==> src/rtl/imem_boot_loader.sv <==
// Boot loader: receives a framed byte stream (SYNC, LEN_HI, LEN_LO, 4*N data bytes), packs words into imem and holds the CPU in reset until the load completes.
// Optional trailing checksum byte is enabled with macro IMEM_LOADER_CHECKSUM_EN; the word write lands one cycle after the 4th byte and rx_ready drops only in DONE.
module imem_boot_loader #(
    parameter int          ADDR_W = 10,
    parameter logic [7:0]  SYNC   = 8'hA5
) (
    input  logic        CLK,
    input  logic        RST,
    input  logic [7:0]  rx_data_i,
    input  logic        rx_valid_i,
    output logic        rx_ready_o,
    input  logic [31:0] cpu_pc_i,
    output logic [31:0] imem_addr_o,
    output logic [31:0] imem_data_o,
    output logic        imem_we_o,
    output logic        cpu_rst_o,
    output logic        load_done_o,
    output logic        error_o
);

    typedef enum logic [2:0] {
        S_IDLE,
        S_LEN_HI,
        S_LEN_LO,
        S_DATA,
        S_CHK,
        S_FLUSH,
        S_DONE,
        S_ERROR
    } state_t;

    localparam logic [16:0] MAX_WORDS = 17'(1) << ADDR_W;

    state_t              state_q;
    state_t              state_d;
    logic [7:0]          len_hi_q;
    logic [15:0]         len_q;
    logic [ADDR_W:0]     word_idx_q;
    logic [1:0]          byte_idx_q;
    logic [23:0]         asm_q;
    logic [31:0]         wr_data_q;
    logic                we_q;
`ifdef IMEM_LOADER_CHECKSUM_EN
    logic [7:0]          csum_q;
`endif

    logic        accept;
    logic        is_sync;
    logic [15:0] len_full;
    logic        last_word;

    assign accept    = rx_valid_i && (state_q != S_DONE);
    assign is_sync   = (rx_data_i == SYNC);
    assign len_full  = {len_hi_q, rx_data_i};
    // word_idx_q still names the word being assembled when its 4th byte arrives
    assign last_word = ({{(16-ADDR_W){1'b0}}, word_idx_q} == ({1'b0, len_q} - 17'd1));

    assign rx_ready_o  = (state_q != S_DONE);
    assign cpu_rst_o   = (state_q != S_DONE);
    assign load_done_o = (state_q == S_DONE);
    assign error_o     = (state_q == S_ERROR);
    assign imem_we_o   = we_q;
    assign imem_data_o = wr_data_q;
    assign imem_addr_o = (state_q == S_DONE) ? cpu_pc_i
                                             : {{(32-ADDR_W){1'b0}}, word_idx_q[ADDR_W-1:0]};

    always_ff @(posedge CLK) begin
        if (RST) begin
            state_q <= S_IDLE;
        end else begin
            state_q <= state_d;
        end
    end

    always_comb begin
        state_d = state_q;
        case (state_q)
            S_IDLE: begin
                if (accept && is_sync) begin
                    state_d = S_LEN_HI;
                end
            end
            S_LEN_HI: begin
                if (accept) begin
                    state_d = S_LEN_LO;
                end
            end
            S_LEN_LO: begin
                if (accept) begin
                    if ({1'b0, len_full} > MAX_WORDS) begin
                        state_d = S_ERROR;
                    end else if (len_full == 16'd0) begin
`ifdef IMEM_LOADER_CHECKSUM_EN
                        state_d = S_CHK;
`else
                        state_d = S_DONE;
`endif
                    end else begin
                        state_d = S_DATA;
                    end
                end
            end
            S_DATA: begin
                if (accept && (byte_idx_q == 2'd3) && last_word) begin
`ifdef IMEM_LOADER_CHECKSUM_EN
                    state_d = S_CHK;
`else
                    state_d = S_FLUSH;
`endif
                end
            end
            S_CHK: begin
`ifdef IMEM_LOADER_CHECKSUM_EN
                if (accept) begin
                    state_d = (rx_data_i == csum_q) ? S_DONE : S_ERROR;
                end
`else
                state_d = S_ERROR;
`endif
            end
            S_FLUSH: begin
                // last word is being written this cycle; release the core after it lands
                state_d = S_DONE;
            end
            S_DONE: begin
                state_d = S_DONE;
            end
            S_ERROR: begin
                if (accept && is_sync) begin
                    state_d = S_LEN_HI;
                end
            end
            default: begin
                state_d = S_IDLE;
            end
        endcase
    end

    always_ff @(posedge CLK) begin
        if (RST) begin
            len_hi_q   <= '0;
            len_q      <= '0;
            word_idx_q <= '0;
            byte_idx_q <= '0;
            asm_q      <= '0;
            wr_data_q  <= '0;
            we_q       <= 1'b0;
`ifdef IMEM_LOADER_CHECKSUM_EN
            csum_q     <= '0;
`endif
        end else begin
            we_q <= 1'b0;
            if (we_q) begin
                word_idx_q <= word_idx_q + 1'b1;
            end
            if (accept) begin
                case (state_q)
                    S_IDLE, S_ERROR: begin
                        if (is_sync) begin
                            word_idx_q <= '0;
                            byte_idx_q <= '0;
`ifdef IMEM_LOADER_CHECKSUM_EN
                            csum_q     <= '0;
`endif
                        end
                    end
                    S_LEN_HI: begin
                        len_hi_q <= rx_data_i;
                    end
                    S_LEN_LO: begin
                        len_q <= len_full;
                    end
                    S_DATA: begin
                        asm_q      <= {asm_q[15:0], rx_data_i};
                        byte_idx_q <= byte_idx_q + 2'd1;
`ifdef IMEM_LOADER_CHECKSUM_EN
                        csum_q     <= csum_q + rx_data_i;
`endif
                        if (byte_idx_q == 2'd3) begin
                            wr_data_q <= {asm_q, rx_data_i};
                            we_q      <= 1'b1;
                        end
                    end
                    default: begin
                    end
                endcase
            end
        end
    end

endmodule

==> config.mk <==
export PLATFORM = sky130hd
export DESIGN_NAME = imem_boot_loader
export DESIGN_NICKNAME = d
export VERILOG_FILES = /design/src/rtl/imem_boot_loader.sv
export SDC_FILE = /design/constraint.sdc
export NUM_CORES = 1
export LEC_CHECK = 0
export BUFFER_PORTS_ARGS = -buffer_cell sky130_fd_sc_hd__clkbuf_2
export CAP_MARGIN = 5
export CORE_ASPECT_RATIO = 0.75
export CORE_UTILIZATION = 50
export CTS_BUF_LIST = sky130_fd_sc_hd__clkbuf_16
export DETAILED_ROUTE_END_ITERATION = 8
export GPL_TIMING_DRIVEN = 1
export PLACE_DENSITY = 0.76
export RECOVER_POWER = 50
export SETUP_SLACK_MARGIN = 0.3
export SYNTH_ARGS = -nofsm -noshare
export SYNTH_HDL_FRONTEND = slang
export SYNTH_SLANG_ARGS = --single-unit
export TNS_END_PERCENT = 50
==> constraint.sdc <==
create_clock -name CLK -period 3.3 [get_ports CLK]
set_input_delay 0.165 -clock CLK [delete_from_list [all_inputs] [get_ports CLK]]
set_output_delay 0.165 -clock CLK [all_outputs]
set_load 0.02 [all_outputs]
==> qor.txt <==
Crit path largest cell delay: 0.88 ns
Violated checks: design-rule violations, max-capacitance violations, max-slew violations
Core Area: 0.00856 sq mm
Number of synthesized flops with an enable pin: 0
Startpoint Class: flop
CTS tree: built
Worst-Margin Slew: 1.57 ns
Chip width: 111 um
Ratio of cells with drive above 1 in the final layout: 0.158
Worst-case reg-to-reg path depth: 5
Final #Nets: 698
Reg clk slew, reported paths: 0.07 ns
Vias per cell: 5.44
Post-synthesis sequential area ratio: 0.436
Antenna Diode Count: 0
Initial antenna violation count: 0
Hold WC Path Type: input port to flop
Setup bufs post-CTS: 0
Slew Viols, Final: 9
CTS root buf: clkbuf_16
Status: finished with violations
Fmax: 362 MHz
GRT Overall Usage: 0.246
Reg-to-reg slack, setup: 0.82 ns
HPWL Detailed: 7790 um
DRT Wirelength: 11100 um
Min-delay src: rx_data_i[1]
Critical path origin: state_q[2]$_SDFFE_PP0P_
Start of the worst register-to-register path: state_q[1]$_SDFFE_PP0P_
Hold depth: 3
Synth Instances: 567
Max FO, Critical Path: 34
Worst vdd ir: 351 uV
Routed WL per cell: 14.5 um
Pre-CTS setup slack: 0.893 ns
Filler cells: 754
Synth Net Count: 613
Pwr Density: 459 mW/mm^2
Most common cell after layout, fill and taps aside: nand2_1
CP cell instances: and3b_1 -> clkbuf_1 -> mux2_2 -> clkbuf_2
Hold Fails Final Rpt: 0
Number of port buffers: 111
Fin area: 0.00528 sq mm
Maximum clock insertion buffer count: 2
Unique masters post-synth: 54
Overflow after GRT: 0
Routability congestion estimate: 0.887
Setup WS post-layout: 0.537 ns
Clock latency on the worst-skew pair: 0.34 ns
Pre-antenna DRT Iters: 7
Post-DP Area: 0.00502 sq mm
Die Area: 0.00929 sq mm
Leak pwr: 1.96 nW
Share of the clock period used by the worst path: 0.837
Mean post-synth cell area: 7.86 sq um
Placed insts: 749
Hold_buf cts: 0
CP max stage cell: clkbuf_1
Final Non-Filler Cells: 765
Crit Path Category: flop to output port
Hold-critical path endpoint: asm_q[1]$_SDFFE_PP0P_
RSZ-0062 raised after global routing: no
Worst slew margin: -0.0523
DRT antenna net count: 0
Setup violators final: 0
Asr flop ratio synth: 0
Die span in y: 83.7 um
Yosys warns: 0
H-tree depth: 3
Synth Register Bits: 97
IO Pins: 112
Total number of vias: 4163
Most used DFF post-synth: dfxtp_1
CTS resizes: 0
WP data required: 3.13 ns
# rows: 29
Commonest cells after routing, fill and taps aside: 156 x nand2_1, 97 x dfxtp_1, 77 x a21oi_1, 69 x clkbuf_2, 43 x clkbuf_1
Reg2Reg Capture Point: imem_data_o[18]$_SDFFE_PP0P_
Critical Path Sink Type: output port
DR iter-0 viols: 364
CP arrival: 2.60 ns
Post-route minimum period: 2.76 ns
# DRC: 27
Vias in the first global route: 3758
TritonCTS buffer count: 9
# clock sinks: 97
Largest net degree at the start of global routing: 49
First-pass GRT wire length: 18300 um
Starting Density: 0.520
Mapped Area: 0.00445 sq mm
Setup TNS: 0 ns
Fin util: 0.616
Max-capacitance violation count: 1
Layout area overhead: 18.5%
Final Skew: 0.00933 ns
-- state kept, by name, indices dropped and copies added (netlist names) --
register,flops
state_q,3
byte_idx_q,2
word_idx_q,11
imem_we_o,1
len_q,16
len_hi_q,8
asm_q,24
imem_data_o,32
-- worst max-delay path: cells and delay by family (launching register included) --
family	cells	cell delay, ns
muxes	1	0.43
and+or+nand+nor	1	0.23
buffers and inverters	2	1.03
DFF	1	0.56
-- report_power, final --
part	total, mW	switching (mW)	internal [mW]
Clock	1.11	0.449	0.664
Combinational	0.122	0.0738	0.0485
Sequential	1.19	0.0110	1.18
-- how the worst max path moves through the flow --
stage | end | slack [ns] | cells after the start
floorplan | state_q[0]$_SDFFE_PP0P_ | 0.87 | 10
global placement | state_q[0]$_SDFFE_PP0P_ | 0.96 | 8
detailed placement | state_q[0]$_SDFFE_PP0P_ | 0.89 | 8
CTS | imem_data_o[18]$_SDFFE_PP0P_ | 0.84 | 5
global route | imem_addr_o[5] | 0.28 | 4
finish | imem_addr_o[5] | 0.54 | 4
-- cells by family (layout without fill, tap and decap cells) --
logic type | count (synthesis) | count (layout) | share of synthesized area
adders and majority gates | 3 | 3 | 0.00843
DFF | 97 | 97 | 0.436
muxes | 20 | 20 | 0.0478
xor gates and xnor gates | 24 | 24 | 0.0472
AOI/OAI and AO/OA | 106 | 106 | 0.138
buffers and inverters | 48 | 138 | 0.0449
and+or+nand+nor | 269 | 269 | 0.278
-- area by class of cell --
type | instances | area, sq um | share of cell area
Clock buffer | 9 | 225 | 0.0427
Clock inverter | 7 | 91.3 | 0.0173
Inverter | 6 | 22.5 | 0.00427
Multi-Input combinational cell | 422 | 2310 | 0.438
Sequential cell | 97 | 1940 | 0.368
Tap cell | 108 | 135 | 0.0256
Timing Repair Buffer | 116 | 549 | 0.104
-- cell usage after synthesis, types with 2 or more instances --
cell type / instances / area share
or4_1: 3 / 0.0051
a211oi_1: 2 / 0.0034
and4_1: 2 / 0.0039
nor3_1: 8 / 0.0090
xnor2_1: 9 / 0.018
nor2_1: 31 / 0.026
a32oi_1: 2 / 0.0039
nor3b_1: 2 / 0.0034
a21oi_1: 77 / 0.087
and2_1: 22 / 0.031
ha_1: 3 / 0.0084
mux2i_1: 10 / 0.022
nand2b_1: 4 / 0.0056
o21ai_0: 2 / 0.0022
xor2_1: 15 / 0.029
buf_6: 2 / 0.0051
nor4_1: 6 / 0.0084
clkbuf_1: 38 / 0.032
nor2b_1: 3 / 0.0042
nor3_2: 2 / 0.0045
or3_1: 6 / 0.0084
mux2_2: 10 / 0.025
dfxtp_1: 97 / 0.44
inv_1: 5 / 0.0042
and3_1: 3 / 0.0042
nor4b_1: 3 / 0.0059
o31ai_1: 4 / 0.0067
nand4_1: 6 / 0.0084
a21boi_0: 2 / 0.0034
a31oi_1: 3 / 0.0042
nand3_1: 6 / 0.0067
a2111oi_0: 2 / 0.0039
nand2_1: 156 / 0.13
-- stage by stage --
| stage | hold slack [ns] | power, mW |
|---|---|---|
| after detailed placement | 0.445 | 1.33 |
| after global placement | 0.442 | 1.33 |
| after floorplan | 0.301 | 1.28 |
| final | 0.130 | 2.42 |
| after global routing | 0.128 | 2.49 |
| after CTS | 0.127 | 2.43 |
-- metal layers --
metal,part of all wire,up-vias,track usage
met5,0,-,0
met4,0.0088,0,0.0747
li1,-,2071,-
met3,0.094,10,0.0610
met2,0.42,177,0.365
met1,0.47,1905,0.349
Power figures use the tool's default switching activity.
